===== config.mk =====
export PLATFORM = sky130hd
export DESIGN_NAME = elastic_buffer
export DESIGN_NICKNAME = d
export VERILOG_FILES = /design/src/rtl/elastic_buffer.sv
export SDC_FILE = /design/constraint.sdc
export NUM_CORES = 1
export LEC_CHECK = 0
export ABC_CLOCK_PERIOD_IN_PS = 4500
export CAP_MARGIN = 20
export CORE_ASPECT_RATIO = 1.1
export CORE_MARGIN = 3
export CORE_UTILIZATION = 60
export CTS_CLUSTER_DIAMETER = 200
export DETAILED_ROUTE_END_ITERATION = 10
export GPL_TIMING_DRIVEN = 0
export PLACE_DENSITY = 0.9
export SLEW_MARGIN = 10
export SYNTH_ARGS = -nofsm -noshare
export SYNTH_HDL_FRONTEND = slang
export SYNTH_SLANG_ARGS = --single-unit
export TNS_END_PERCENT = 10

===== constraint.sdc =====
create_clock -name clk -period 4.5 [get_ports clk]
set_input_delay 0.9 -clock clk [delete_from_list [all_inputs] [get_ports clk]]
set_output_delay 0.9 -clock clk [all_outputs]
set_load 0.05 [all_outputs]

===== src/rtl/elastic_buffer.sv =====
// elastic_buffer
//   Single-clock elastic buffer between the 8b/10b decoder and the receiver
//   status encoder. Absorbs rate mismatch between the write strobe and the
//   local read strobe. Removes a SKP from an ordered set when nearly full and
//   replays a SKP when nearly empty.
//
// Ports
//   clk            sole clock, rising edge
//   reset          asynchronous, active-high
//   data_in        decoded symbol byte
//   data_in_k      control-symbol flag for data_in
//   data_in_valid  write strobe, one symbol per asserted cycle
//   data_out_rd    read strobe from downstream
//   data_out       registered read symbol byte
//   data_out_k     control flag for data_out
//   data_out_valid data_out/data_out_k carry a symbol this cycle
//   skip_added     one-cycle pulse, aligned with the replayed SKP
//   skip_removed   one-cycle pulse, cycle after the discarded SKP write
//   overflow       one-cycle pulse, cycle after the dropped write
//   underflow      one-cycle pulse, cycle after a read of an empty buffer
//   occupancy      stored symbol count
module elastic_buffer #(
  parameter int         DEPTH     = 16,
  parameter int         LOW_MARK  = 6,
  parameter int         HIGH_MARK = 10,
  parameter logic [7:0] COM_SYM   = 8'hBC,
  parameter logic [7:0] SKP_SYM   = 8'h1C
) (
  input  logic                       clk,
  input  logic                       reset,
  input  logic [7:0]                 data_in,
  input  logic                       data_in_k,
  input  logic                       data_in_valid,
  input  logic                       data_out_rd,
  output logic [7:0]                 data_out,
  output logic                       data_out_k,
  output logic                       data_out_valid,
  output logic                       skip_added,
  output logic                       skip_removed,
  output logic                       overflow,
  output logic                       underflow,
  output logic [$clog2(DEPTH):0]     occupancy
);

  localparam int AW = $clog2(DEPTH);
  localparam int CW = AW + 1;
  localparam logic [CW-1:0] DEPTH_C = CW'(DEPTH);
  localparam logic [CW-1:0] LOW_C   = CW'(LOW_MARK);
  localparam logic [CW-1:0] HIGH_C  = CW'(HIGH_MARK);

  logic [8:0]    r_mem [DEPTH];
  logic [AW-1:0] r_wr_ptr;
  logic [AW-1:0] r_rd_ptr;
  logic [CW-1:0] r_count;
  logic          r_wr_in_os, r_wr_removed;
  logic          r_rd_in_os, r_rd_added;
  logic [7:0]    r_data_out;
  logic          r_data_out_k, r_data_out_valid;
  logic          r_skip_added, r_skip_removed, r_overflow, r_underflow;

  logic [8:0] w_head;
  logic       w_in_skp, w_in_com, w_head_skp, w_head_com;
  logic       w_full, w_empty;
  logic       w_remove, w_ovf, w_store;
  logic       w_udf, w_insert, w_pop;

  always_comb begin
    w_head     = r_mem[r_rd_ptr];
    w_in_skp   = data_in_k && (data_in == SKP_SYM);
    w_in_com   = data_in_k && (data_in == COM_SYM);
    w_head_skp = w_head[8] && (w_head[7:0] == SKP_SYM);
    w_head_com = w_head[8] && (w_head[7:0] == COM_SYM);
    w_full     = (r_count == DEPTH_C);
    w_empty    = (r_count == '0);

    // Removal outranks overflow: a droppable SKP is discarded silently
    // even when the buffer is full.
    w_remove = data_in_valid && w_in_skp && r_wr_in_os && !r_wr_removed
               && (r_count > HIGH_C);
    w_ovf    = data_in_valid && !w_remove && w_full && !data_out_rd;
    w_store  = data_in_valid && !w_remove && !w_ovf;

    // No write-to-read bypass: an empty buffer underflows even when a
    // symbol is being written in the same cycle.
    w_udf    = data_out_rd && w_empty;
    w_insert = data_out_rd && !w_empty && w_head_skp && r_rd_in_os
               && !r_rd_added && (r_count < LOW_C);
    w_pop    = data_out_rd && !w_empty && !w_insert;
  end

  // Symbol storage carries no reset; contents are only meaningful via count.
  always_ff @(posedge clk) begin
    if (w_store) r_mem[r_wr_ptr] <= {data_in_k, data_in};
  end

  always_ff @(posedge clk or posedge reset) begin
    if (reset) begin
      r_wr_ptr         <= '0;
      r_rd_ptr         <= '0;
      r_count          <= '0;
      r_wr_in_os       <= 1'b0;
      r_wr_removed     <= 1'b0;
      r_rd_in_os       <= 1'b0;
      r_rd_added       <= 1'b0;
      r_data_out       <= '0;
      r_data_out_k     <= 1'b0;
      r_data_out_valid <= 1'b0;
      r_skip_added     <= 1'b0;
      r_skip_removed   <= 1'b0;
      r_overflow       <= 1'b0;
      r_underflow      <= 1'b0;
    end else begin
      r_skip_added     <= w_insert;
      r_skip_removed   <= w_remove;
      r_overflow       <= w_ovf;
      r_underflow      <= w_udf;
      r_data_out_valid <= w_insert || w_pop;

      if (w_store) r_wr_ptr <= r_wr_ptr + 1'b1;
      if (w_pop)   r_rd_ptr <= r_rd_ptr + 1'b1;

      case ({w_store, w_pop})
        2'b10:   r_count <= r_count + 1'b1;
        2'b01:   r_count <= r_count - 1'b1;
        default: r_count <= r_count;
      endcase

      // Write-side ordered-set tracking follows accepted symbols.
      if (w_remove) begin
        r_wr_removed <= 1'b1;
      end else if (w_store) begin
        if (w_in_com) begin
          r_wr_in_os   <= 1'b1;
          r_wr_removed <= 1'b0;
        end else if (!w_in_skp) begin
          r_wr_in_os   <= 1'b0;
        end
      end

      // Read-side tracking follows symbols leaving the buffer; a replayed
      // SKP arms rd_added so the same ordered set is padded only once.
      if (w_insert || w_pop) begin
        r_data_out   <= w_head[7:0];
        r_data_out_k <= w_head[8];
      end
      if (w_insert) begin
        r_rd_added <= 1'b1;
      end else if (w_pop) begin
        if (w_head_com) begin
          r_rd_in_os <= 1'b1;
          r_rd_added <= 1'b0;
        end else if (!w_head_skp) begin
          r_rd_in_os <= 1'b0;
        end
      end
    end
  end

  assign data_out       = r_data_out;
  assign data_out_k     = r_data_out_k;
  assign data_out_valid = r_data_out_valid;
  assign skip_added     = r_skip_added;
  assign skip_removed   = r_skip_removed;
  assign overflow       = r_overflow;
  assign underflow      = r_underflow;
  assign occupancy      = r_count;

endmodule

==> run metrics <==
commonest non-fill, non-tap cells in the layout 144 x edfxtp_1, 36 x mux4_2, 31 x dfrtp_1; vias in the first global route 4063; Final period util 0.958; status finished clean; H-tree Lvls 4; Post-Route WL 15800 um; WS Path Type primary input to register; clk_lat worst skew 440 ps; syn_nets 416; number of buffers created by CTS 17; die area 13200 um2; CP Data Required Time 4810 ps; top cell type's share of synthesized area 0.610; CTS clk-pin slew, worst paths 60 ps; vias after detailed routing 3976; Final Setup Violations 0; power share of the sequential group 0.388; diode count 0; IO Port Bufs 31; P_int 3.62 mW; row count 41; post-detail-place hpwl 9680 um; Final Hold Fails 0; Finished Cell Area 8270 um2; placed cell count 579; routability cong. 0.798; commonest non-fill, non-tap cell in the layout edfxtp_1; Max-Cap Viols 0; nets 471; Clk pwr share 0.263; Net Sw Power 1.88 mW; Mapped Area 7090 um2; first-pass GRT wire length 23700 um; I/O pin cnt 32; Post-Synthesis Cells 393; Leakage 2.93 nW; Max Freq 232 MHz; worst rel slew slack 0.320; clk_skew 13.9 ps; CTS tree done; Max IR drop VDD 0.383 mV; vias per cell 6.53; Pwr Total 5.50 mW; Main synth FF type edfxtp_1; Routed WL per cell 26.0 um; Synth area leaders edfxtp_1 61%, mux4_2 11%, dfrtp_1 11%, ha_1 1.6%, nand2_1 1.3%; clk root buf clkbuf_16; Critical Path Fanout Max 17; asr flop ratio synth 0.177; setup_tns 0 ps; Cell Area, Placed 7670 um2; Final min period 4310 ps; startpoint types primary input; largest area contributor in the netlist edfxtp_1; Synth warnings 0; Die X-Extent 110 um; Comb power frac 0.349; register area share after synthesis 0.719; Worst Setup End Kind register; clock sinks 175; # DRC 0; Avg Inst Size Synth 18.0 um2; drt pass-1 iters 5; ANT nets after route 0; Initial Util 0.617; clk buf depth 2; GRT Util Overall 0.258; Min-Delay Path Class register to register; Die Y 120 um; Pwr per Cell Area 665 nW/um2; largest net degree at the start of global routing 21; initial antenna violation count 0; total gr overflow 0; Util after Layout 0.720; share of cells above drive strength 1 0.200; crit path DAT 4620 ps; Pins Over Slew Limit 0; Post-synth EDFFs 144; Cell variety after synth 45; Final Non-Filler Cells 609; switch share 0.342; worst slew pin tran 1020 ps; drt first-iter violations 598; synthesized flop and latch total 175; Synth-to-Final Area Change 16.6%; core footprint 11500 um2
[sequential cells by signal, summed over array words and instances, names as in the netlist]
| register | cells |
|---|---|
| underflow | 1 |
| skip_removed | 1 |
| r_wr_in_os | 1 |
| r_rd_ptr | 4 |
| overflow | 1 |
| skip_added | 1 |
| data_out_k | 1 |
| r_wr_ptr | 4 |
| occupancy | 5 |
| data_out | 8 |
| r_wr_removed | 1 |
| r_mem | 144 |
| r_rd_added | 1 |
| r_rd_in_os | 1 |
| data_out_valid | 1 |
[power groups by stage]
stage	logic, mW	registers (mW)	clock network, mW
floorplan	1.10	2.34	0
global placement	1.75	2.14	0
detailed placement	1.85	2.16	0
CTS	1.91	2.14	1.46
global route	2.04	2.16	1.52
finish	1.92	2.14	1.45
[layer usage]
layer | up-vias | track usage | part of all wire
met3 | 39 | 0.0807 | 0.097
met5 | - | 0 | 0
met1 | 2036 | 0.335 | 0.36
met2 | 240 | 0.406 | 0.52
li1 | 1661 | - | -
met4 | 0 | 0.108 | 0.024
[kinds of logic after synthesis]
kind of cell / share of synthesized area
and+or+nand+nor: 0.0603
buffers and inverters: 0.0206
AOI/OAI and AO/OA: 0.0510
xor gates and xnor gates: 0.0123
adders and majority gates: 0.0187
muxes: 0.118
DFF: 0.719
[through the flow]
stage               hold WS, ps  worst slack (ps)
CTS                         485              91.2
global route                509             -2.16
floorplan                   451               851
finish                      485               190
detailed placement          462              -724
global placement            461              -709
[layout make-up]
type                       count  area, um2
tap                          150        188
clock buffer                  18        429
inverter                      15       56.3
fill                         650       3220
timing repair buffer          37        379
multi-input combinational    186       1880
buffer                        16       88.8
clock inverter                12        145
sequential                   175       5100
[Yosys cell counts, types with 2 or more instances]
master and count:
edfxtp_1 144, mux4_2 36, dfrtp_1 31, nand2_1 25
inv_1 15, nor2_1 12, o21ai_0 12, and2_1 10
a22o_1 9, ha_1 9, clkbuf_1 8, a21o_1 6
a22oi_1 6, and3_1 6, nor4_1 6, a21oi_1 5
xnor2_1 5, xor2_1 5, buf_1 3, buf_2 3
buf_6 3, nor2b_1 3, nor3_1 3, nor3b_1 3
a22oi_2 2, nand3_1 2, nand4_1 2, o21a_1 2
[worst paths after layout]
| path | start | endpoint | slack (ps) | cells after the start |
|---|---|---|---|---|
| worst max register to register | r_rd_ptr[1] | occupancy[4] | 310 | 16 |
| worst min register to register | data_out_k | data_out_k | 480 | 2 |
| worst max-delay path | data_in[6] | occupancy[4] | 190 | 14 |
| worst min-delay path | data_out_k | data_out_k | 480 | 2 |
| max in group asynchronous | reset | data_out[6] | 3180 | 3 |
| min in group asynchronous | reset | occupancy[1] | 830 | 2 |
[worst max-delay path, stage by stage]
cell and delay, ps:
clkdlybuf4s50_1 730, nand4b_1 520, nor4_2 480, a211oi_2 200, inv_2 270, ha_1 300
inv_1 110, fa_1 410, inv_1 80, a21o_1 130, a21oi_1 100, xnor2_1 170
nor2_1 70, xor2_1 150
[timing repair]
item                                    CTS  global route
hold buffers                              0             0
gates cloned                              0             0
pin swaps                                 0             0
buffers inserted                          0             0
endpoints found under the setup margin    3            10
gates resized for setup                   2             7
Power figures use the tool's default switching activity.
